[src/rtl/booth_pkg.sv]
// booth_pkg: FSM state codes, Booth radix-4 triple codes and the triple-to-digit map.
package booth_pkg;
    localparam logic [1:0] S_IDLE = 2'd0;
    localparam logic [1:0] S_CALC = 2'd1;
    localparam logic [1:0] S_DONE = 2'd2;

    localparam logic [2:0] T_000 = 3'b000;
    localparam logic [2:0] T_001 = 3'b001;
    localparam logic [2:0] T_010 = 3'b010;
    localparam logic [2:0] T_011 = 3'b011;
    localparam logic [2:0] T_100 = 3'b100;
    localparam logic [2:0] T_101 = 3'b101;
    localparam logic [2:0] T_110 = 3'b110;
    localparam logic [2:0] T_111 = 3'b111;

    function automatic logic signed [2:0] booth_digit(input logic [2:0] t);
        return (t == T_000 || t == T_111) ? 3'sd0 :
               (t == T_001 || t == T_010) ? 3'sd1 :
               (t == T_011)               ? 3'sd2 :
               (t == T_100)               ? -3'sd2 :
               (t == T_101 || t == T_110) ? -3'sd1 : 3'sd0;
    endfunction
endpackage

[src/rtl/booth_pp_sel.sv]
// booth_pp_sel: maps one Booth triple and the multiplicand to a signed partial product.
module booth_pp_sel
    import booth_pkg::*;
#(
    parameter int N = 28
) (
    input  logic [2:0]          i_triple,
    input  logic [N-1:0]        i_b,
    output logic signed [N+1:0] o_pp
);
    logic signed [2:0]   w_d;
    logic signed [N+1:0] w_b1;
    logic signed [N+1:0] w_b2;

    // Two extra bits let -2b stay representable even for b = -2^(N-1).
    assign w_d  = booth_digit(i_triple);
    assign w_b1 = {{2{i_b[N-1]}}, i_b};
    assign w_b2 = {i_b[N-1], i_b, 1'b0};
    assign o_pp = (w_d == 3'sd1)  ? w_b1 :
                  (w_d == 3'sd2)  ? w_b2 :
                  (w_d == -3'sd1) ? -w_b1 :
                  (w_d == -3'sd2) ? -w_b2 : '0;
endmodule

[src/rtl/booth_seq_mul.sv]
// booth_seq_mul: sequential radix-4 Booth multiplier, one digit per clock,
// valid/ready handshakes on both the operand and the product side.
module booth_seq_mul
    import booth_pkg::*;
#(
    parameter int N = 28,
    parameter int M = 16
) (
    input  logic           clk,
    input  logic           rst,
    input  logic           in_valid,
    output logic           in_ready,
    input  logic [M-1:0]   in_a,
    input  logic [N-1:0]   in_b,
    output logic           out_valid,
    input  logic           out_ready,
    output logic [N+M-1:0] out_p
);
    localparam int IW = $clog2(M / 2);
    localparam logic [IW-1:0] LAST = IW'(M / 2 - 1);

    logic [1:0]          r_state;
    logic [M-1:0]        r_a;
    logic [N-1:0]        r_b;
    logic [N+M-1:0]      r_acc;
    logic [IW-1:0]       r_i;
    logic [M:0]          w_ax;
    logic [2:0]          w_triple;
    logic signed [N+1:0] w_pp;
    logic [N+M-1:0]      w_pp_ext;

    // Appending a zero below the LSB supplies a[-1] for the first triple.
    assign w_ax     = {r_a, 1'b0};
    assign w_triple = 3'(w_ax >> {r_i, 1'b0});
    assign w_pp_ext = {{(M - 2){w_pp[N+1]}}, w_pp} << {r_i, 1'b0};

    booth_pp_sel #(.N(N)) u_pp_sel (
        .i_triple (w_triple),
        .i_b      (r_b),
        .o_pp     (w_pp)
    );

    always_ff @(posedge clk) begin
        if (rst) begin
            r_state <= S_IDLE;
            r_a     <= '0;
            r_b     <= '0;
            r_acc   <= '0;
            r_i     <= '0;
        end else if (r_state == S_IDLE) begin
            if (in_valid) begin
                r_a     <= in_a;
                r_b     <= in_b;
                r_acc   <= '0;
                r_i     <= '0;
                r_state <= S_CALC;
            end
        end else if (r_state == S_CALC) begin
            r_acc <= r_acc + w_pp_ext;
            r_i   <= r_i + IW'(1);
            if (r_i == LAST)
                r_state <= S_DONE;
        end else if (r_state == S_DONE) begin
            if (out_ready)
                r_state <= S_IDLE;
        end else begin
            r_state <= S_IDLE;
        end
    end

    assign in_ready  = (r_state == S_IDLE);
    assign out_valid = (r_state == S_DONE);
    assign out_p     = r_acc;
endmodule

[config.mk]
export PLATFORM = sky130hd
export DESIGN_NAME = booth_seq_mul
export DESIGN_NICKNAME = d
export VERILOG_FILES = /design/src/rtl/booth_pkg.sv /design/src/rtl/booth_pp_sel.sv /design/src/rtl/booth_seq_mul.sv
export SDC_FILE = /design/constraint.sdc
export NUM_CORES = 1
export LEC_CHECK = 0
export CAP_MARGIN = 20
export CORE_MARGIN = 2
export CORE_UTILIZATION = 50
export DETAILED_ROUTE_END_ITERATION = 12
export PLACE_DENSITY = 0.77
export SLEW_MARGIN = 0
export SYNTH_ARGS = -nofsm -noshare
export SYNTH_HDL_FRONTEND = slang
export SYNTH_SLANG_ARGS = --single-unit
export TNS_END_PERCENT = 5
[constraint.sdc]
create_clock -name clk -period 7.4 [get_ports clk]
set_clock_uncertainty 0.05 [all_clocks]
set_input_delay 0.74 -clock clk [delete_from_list [all_inputs] [get_ports clk]]
set_output_delay 0.74 -clock clk [all_outputs]
set_load 0.01 [all_outputs]
==> flow_metrics.env <==
export IMPL_status="finished, final reports clean"
export IMPL_grt_max_degree=81
export IMPL_maxSlewHeadroom_pct=31.02
export IMPL_grt_pass1_vias=8307
export IMPL_cts_buffers=9
export IMPL_crit_required_ns=7.61
export IMPL_yosysTopAreaCell="dfxtp_1"
export IMPL_fill_cells=1615
export IMPL_synth_area_um2=8479
export IMPL_grt_use_total_pct=29.16
export IMPL_area_delta_synth_final_pct=15.02
export IMPL_layout_nets=1274
export IMPL_final_area_um2=9753
export IMPL_initial_utilization_pct=51.13
export IMPL_globalplace_congestion=0.9905
export IMPL_netlist_area_leader_share_pct=21.96
export IMPL_holdCritStartpoint="r_a[10]"
export IMPL_row_count=47
export IMPL_dieArea_um2=18020
export IMPL_tns_ns=0
export IMPL_async_flop_share_pct=0
export IMPL_h_tree_depth=3
export IMPL_route_detailed_drc=0
export IMPL_cts_tree="done"
export IMPL_rsz0062_at_grt="false"
export IMPL_yosys_warnings=0
export IMPL_p_leak_nw=3.900
export IMPL_ant_nets=0
export IMPL_die_y_um=134.2
export IMPL_cp_startpoint="r_b[0]"
export IMPL_vias=8991
export IMPL_max_freq_mhz=155.3
export IMPL_placed_area_um2=9437
export IMPL_ctsHoldBuffers=0
export IMPL_r2r_start="r_b[0]"
export IMPL_vias_per_cell=6.418
export IMPL_synthFlopType="dfxtp_1"
export IMPL_drt_iter0_drc=847
export IMPL_crit_path_start_kind="flip-flop"
export IMPL_setup_viol=0
export IMPL_cts_root_buffer="clkbuf_16"
export IMPL_grt_overflow=0
export IMPL_routed_wl_mm=26.36
export IMPL_yosys_cell_types_count=77
export IMPL_path_class="flip-flop to flip-flop"
export IMPL_cts_clk_slew_worst_paths_ns=0.08
export IMPL_port_buffers=93
export IMPL_hp_class="flip-flop to flip-flop"
export IMPL_drive_above_1_share_pct=6.520
export IMPL_coreArea_um2=16580
export IMPL_dp_hpwl_mm=19.56
export IMPL_power_density_nw_per_um2=178.8
export IMPL_maxSlewViolCount=0
export IMPL_avgSynthCellArea_um2=7.399
export IMPL_antenna_found_initial=0
export IMPL_synth_top_cells_by_area="dfxtp_1 22%, a21oi_1 8.6%, nand2_1 8.1%"
export IMPL_yosysMostFrequentCell="nand2_1"
export IMPL_synth_nets=1244
export IMPL_cts_resized=0
export IMPL_diodes=0
export IMPL_max_cap_viol_count=0
export IMPL_synth_edf_count=0
export IMPL_synthTopCellsByCount="184 x nand2_1, 145 x a21oi_1, 93 x dfxtp_1, 62 x nor2_1, 60 x clkbuf_1"
export IMPL_fin_crit_sh_pct=87.00
export IMPL_cts_setup_buffers=0
export IMPL_ir_drop_uv=120.9
export IMPL_hold_viol_final=0
export IMPL_clock_latency_ns=0.36
export IMPL_io_pins=94
export IMPL_post_route_min_period_ns=6.438
export IMPL_post_drt_wl_per_cell_um=18.81
export IMPL_cts_sinks=93
export IMPL_end_kind="flip-flop"
export IMPL_worstPathMaxFanout=10
export IMPL_syn_inst=1146
export IMPL_grt_first_pass_wirelength_mm=42.92
export IMPL_worst_pin_slew_ns=1.025
export IMPL_dr_pass1_iters=5
export IMPL_cts_max_path_buffers=2
export IMPL_ys_seq_elements=93
export IMPL_die_x_um=134.2
export IMPL_cp_arrival_ns=6.65
export IMPL_ys_seq_area_share_pct=21.96
[per-layer routing]
metal	up-vias	global-route usage, %	share of wire [%]
met5	-	0	0
met4	0	11.23	2.8
met3	61	4.497	6.8
met2	377	45.07	44
met1	4225	40.84	46
li1	4328	-	-
[area by class of cell]
type | count | area [um^2] | share of cell area, %
clock buffer | 10 | 239.0 | 2.450
clock inverter | 6 | 77.57 | 0.7954
inverter | 13 | 48.80 | 0.5003
multi-input combinational | 950 | 6205 | 63.62
sequential | 93 | 1862 | 19.09
tap | 220 | 275.3 | 2.822
timing repair buffer | 109 | 1046 | 10.72
[power breakdown]
group          internal (mW)  total, mW  switching (mW)
registers              0.529      0.572          0.0422
clock network          0.278      0.509           0.231
logic                  0.265      0.664           0.399
total                   1.07       1.74           0.672
[critical path, cell delays in order, from the launching register on]
cell      delay, ns
dfxtp_1        0.39
inv_1          0.09
ha_1           0.25
or4b_1         0.65
nor4_1         0.90
nand2_1        0.19
nand2_1        0.11
nor3_1         0.05
a211oi_1       0.65
mux2i_1        0.30
o22ai_1        0.21
a21oi_1        0.07
ha_1           0.40
a21oi_1        0.19
nand2_1        0.11
a211o_1        0.30
a21o_1         0.15
o21ai_0        0.50
o21a_1         0.27
o21ai_0        0.12
xor2_1         0.15
a22o_1         0.23
[metrics by stage]
stage,hold WS [ns],worst slack (ns),power (mW),std cells,util (%)
5_1_grt,0.4351,0.6078,1.829,1401,58.81
3_3_place_gp,0.3939,1.229,1.227,1385,56.90
4_1_cts,0.4116,1.138,1.735,1401,58.81
2_1_floorplan,0.3831,2.159,1.042,1146,-
3_5_place_dp,0.4012,1.146,1.228,1385,56.90
6_report,0.4123,0.9623,1.744,1401,58.81
[layout by cell type (no fill, tap or decap), types with 8 or more instances in the layout]
| cell type | count |
|---|---|
| nand2_1 | 183 |
| a221o_1 | 9 |
| a21o_1 | 31 |
| nand3_1 | 53 |
| dfxtp_1 | 93 |
| clkdlybuf4s50_1 | 92 |
| and2_1 | 10 |
| nand4_1 | 11 |
| or4_1 | 8 |
| o22ai_1 | 21 |
| a221oi_1 | 8 |
| a31oi_1 | 16 |
| a21oi_1 | 145 |
| a22o_1 | 17 |
| mux2_2 | 8 |
| o221ai_1 | 9 |
| a211oi_1 | 15 |
| buf_4 | 16 |
| ha_1 | 49 |
| inv_1 | 11 |
| o211ai_1 | 10 |
| o21ai_0 | 43 |
| nor3_1 | 23 |
| o31ai_1 | 8 |
| nor2_1 | 62 |
| mux2i_1 | 26 |
| xnor2_1 | 43 |
| clkbuf_16 | 9 |
| xor2_1 | 18 |
[path summary, 6_finish.rpt]
kind | to | slack [ns] | cells after the start
hold / removal | r_a[10] | 0.41 | 2
hold reg to reg | r_a[10] | 0.41 | 2
setup reg to reg | out_p[42] | 0.96 | 21
setup / recovery | out_p[42] | 0.96 | 21
[sequential cells by signal, summed over array words and instances, names as in the netlist]
register  count
out_p        44
r_a          16
r_b          28
r_i           3
r_state       2
[logic make-up after synthesis]
logic type                 count (synthesis)  share of synthesized area [%]
xor gates and xnor gates                  61                          6.301
AOI/OAI and AO/OA                        394                          30.49
adders and majority gates                 51                          7.585
buffers and inverters                    103                          5.032
and+or+nand+nor                          400                          22.31
DFF                                       93                          21.96
muxes                                     44                          6.330
(Power assumes the default switching activity.)
==> RTL edit 1: new RTL, same flow settings <==
Change the parameter `M` from 16 to 8.
--- a/src/rtl/booth_seq_mul.sv
+++ b/src/rtl/booth_seq_mul.sv
@@ -5,5 +5,5 @@
 #(
     parameter int N = 28,
-    parameter int M = 16
+    parameter int M = 8
 ) (
     input  logic           clk,
Interface: changed (resized in_a and out_p); port bits go from 94 to 78. The function was not compared with the original's and may differ.
==> RTL edit 1 against the unedited design <==
Routed wire length fell by 29%. Final cell count is 22% lower. Critical path depth fell by 3. Total power down 4.3%. Utilization is 2.6 points higher. Count of clock-buffer cells in the layout unchanged. Clock power grew 9.6%. Synthesized area down 22%. Synthesized cell count fell by 24%. Sequential cell count down 17. Worst setup slack better by 11 ps. Cell area fell by 20%. Largest cell class unchanged. Largest power group unchanged.
==> RTL edit 1: results (changes against the unedited design) <==
Placement
  – Port Buffers: 77 (-17%)
  – Hpwl dp: 13.4 mm (-31%)
  – Global placer's final weighted congestion: 1.01 (+2.4%)

Routing
  – Initial drt markers: 661 (-22%)
  – Vias per cell: 6.19 (-3.5%)
  – Avg WL per Cell: 17.2 microns (-8.6%)

Layout
  – Net count, final: 995 (-22%)
  – Total area of sequential cells: 0.00152 sq mm (-18%)
  – Max FFs per register: 36 (-18%)
  – Fillers: 1170 (-28%)
  – Layout cells sized above 1: 0.0684 (+0.00320)

Global routing
  – Total Routing Usage GR: 0.269 (-0.0227)
  – Largest net degree at the start of global routing: 68 (-16%)
  – Vias in the first global route: 6303 (-24%)

Logic synthesis
  – Xor and xnor area share after synthesis: 0.0760 (+0.0129)
  – Sequential area share after synthesis: 0.231 (+0.0119)
  – Synth top area cells: dfxtp_1 23%, a21oi_1 9.3%, nand2_1 7.4%
  – Compound-gate portion of the synthesized area: 0.276 (-0.0286)
  – Post-synth cell types: 68 (-12%)
  – Proportion of netlist area held by the largest area contributor: 0.231 (+0.0119)
  – Post-synthesis mux area share: 0.0918 (+0.0285)
  – Syn_nets: 951 (-24%)

Critical path
  – WP data arrival: 6670 ps (+20 ps)
  – Max FO, Critical Path: 24 (+14)

Power
  – Maximum vdd ir drop: 0.114 mV (-5.5%)
  – P_leak: 3.12 nW (-20%)

Status
  – Status: completed

STA
  – Rel. slew slack: 0.329 (+0.0191)
[RTL edit 1: metrics by stage]
step,cells,hold WS [ps],total power (W),setup WS [ps]
3_5_place_dp,1076,398,0.00110,1160
4_1_cts,1092,406,0.00166,1110
3_3_place_gp,1076,395,0.00109,1400
6_report,1093,407,0.00167,973
2_1_floorplan,872,386,0.000933,2050
5_1_grt,1093,425,0.00175,429
[RTL edit 1: area by class of cell]
class	count	share of cell area
clock buffer	10	0.0306
clock inverter	6	0.0173
inverter	13	0.00625
multi-input combinational	727	0.612
sequential	76	0.195
tap	172	0.0276
timing repair buffer	89	0.111
[RTL edit 1: where the power goes]
part | switching (W) | leakage [nW] | internal [W]
Combinational | 0.000370 | 2.32 | 0.000265
Sequential | 0.0000385 | 0.620 | 0.000437
Clock | 0.000186 | 0.175 | 0.000373
Total | 0.000595 | 3.12 | 0.00107
[RTL edit 1: worst paths after layout]
path,startpoint,endpoint,slack [ps],cells past startpoint
max reg2reg,r_i[1],out_p[35],970,18
min,r_a[2],r_a[2],410,2
max,r_i[1],out_p[35],970,18
min reg2reg,r_a[2],r_a[2],410,2
[RTL edit 1: worst max-delay path, stage by stage, from the launching register on]
cell and delay (ps):
dfxtp_1 650, buf_4 320, mux2i_1 840, xnor2_1 200
nand2_1 650, o22ai_1 230, a21o_1 200, mux2_2 260
mux2i_1 160, ha_1 320, a21oi_1 280, o21ai_0 120
a2111o_1 430, o211ai_1 180, nor2b_1 400, o311ai_0 280
a21o_2 270, a2111oi_2 350, o21bai_1 150
[RTL edit 1: per-layer routing]
layer,vias to the layer above,track usage,wire length [microns],part of all wire
li1,3298,-,-,-
met1,3110,0.350,8440,0.45
met2,302,0.432,8390,0.45
met3,59,0.0405,1300,0.069
met4,0,0.132,677,0.036
met5,-,0,0,0
==> RTL edit 2: new RTL, config.mk and constraints unchanged <==
Without the edit above. Reset style: asynchronous (`rst`), changed in one clocked block.
--- a/src/rtl/booth_seq_mul.sv
+++ b/src/rtl/booth_seq_mul.sv
@@ -41,5 +41,5 @@
     );
 
-    always_ff @(posedge clk) begin
+    always_ff @(posedge clk or posedge rst) begin
         if (rst) begin
             r_state <= S_IDLE;
Function: differs if rst is asserted again (counterexample within 4 cycles, from zero or initial values and one cycle with rst high); with rst held inactive, the same outputs for 4 cycles.
==> RTL edit 2 against the unedited design <==
Routed wire length fell by 2.8%. Final cell count fell by 1.0%. Synthesized cell count fell by 2.6%. Cell area rose by 3.8%. Worst setup slack got worse by 230 ps. Sequential cell count did not move. Synthesized area rose by 4.2%. Largest cell class unchanged.
Power is left out: the tool's default activity adds up to more than one toggle a clock period on the data nets, which glitch-free logic cannot reach.
==> RTL edit 2: results (changes against the unedited design) <==
Routing
  – DRT met1 WL: 11.5 mm (-6.2%)
  – Initial drt markers: 876 (+3.4%)
  – Routed wire length: 25.6 mm (-2.8%)
  – Post-route ant nets: 0 (unchanged)
  – Avg WL per Cell: 18.5 microns (-1.9%)
  – Met2 WL: 11.8 mm (+1.9%)
  – Vias per cell: 6.28 (-2.1%)
  – Routed length on met3: 1.84 mm (+2.6%)

Global routing
  – Met1 Use GR: 0.388 (-0.0205)
  – Largest net degree at the start of global routing: 87 (+7.4%)
  – Met3 global-route usage: 0.0452 (+0.000212)
  – Total Routing Usage GR: 0.279 (-0.0129)
  – Vias in the first global route: 8032 (-3.3%)
  – Met2 usage: 0.446 (-0.00458)
  – First-pass GRT wire length: 41.5 mm (-3.3%)

Logic synthesis
  – Commonest cells in the netlist: 187 x nand2_1, 109 x o21ai_0, 93 x dfrtp_1
  – Async set-or-reset flop fraction in the synthesized netlist: 1.00 (+1.00)
  – Xor and xnor area share after synthesis: 0.0613 (-0.00168)
  – Mean post-synth cell area: 7.92 sq um (+7.0%)
  – Compound-gate portion of the synthesized area: 0.257 (-0.0475)
  – Area share of fa/ha/maj cells after synthesis: 0.0728 (-0.00305)
  – Post-synthesis mux area share: 0.0731 (+0.00978)
  – Post-synth cell types: 90 (+17%)
  – Sequential area share after synthesis: 0.263 (+0.0439)
  – Synth top area cells: dfrtp_1 26%, nand2_1 7.9%, ha_1 6.9%

STA
  – Worst Max-Slew Pin Slew: 906 ps (-119 ps)

Critical path
  – Top delay family on crit path: compound AO/OA/AOI/OAI gates
  – CP peak stage delay: 620 ps (-280 ps)
  – Max FO, Critical Path: 13 (+3)
  – WP data arrival: 6910 ps (+260 ps)

Placement
  – Pre-CTS WS: 830 ps (-316 ps)
  – Port Buffers: 93 (unchanged)
  – DP Area: 0.00981 sq mm (+4.0%)
  – Hpwl dp: 18.6 mm (-4.7%)
  – Global placer's final weighted congestion: 0.993 (+0.27%)

CTS
  – Root buf cell: clkbuf_16
  – # Post-CTS Setup Buffers: 0 (unchanged)

Status
  – Status: completed

Layout
  – Layout cells sized above 1: 0.0775 (+0.0123)
## RTL edit 2: cell count changes in the layout (fill, tap and decap cells not counted), sizes merged, moves of 13 or more
cell / delta
dfrtp: +93
o21ai: +71
dfxtp: -93
a21oi: -73
a22o: -13
## RTL edit 2: worst paths after layout
kind | start | to | slack (ps) | cells after the start
setup / recovery | r_i[2] | out_p[40] | 740 | 21
hold / removal | r_a[12] | r_a[12] | 440 | 2
setup reg to reg | r_i[2] | out_p[40] | 740 | 21
hold reg to reg | r_a[12] | r_a[12] | 440 | 2
max in group asynchronous | rst | r_b[8] | 5420 | 3
min in group asynchronous | rst | out_p[42] | 730 | 2
## RTL edit 2: layout make-up
type	instances	area (sq um)
clock buffer	12	236
clock inverter	4	72.6
fill	1612	7180
inverter	18	68.8
multi-input combinational	927	6090
sequential	93	2330
tap	225	282
timing repair buffer	108	1040
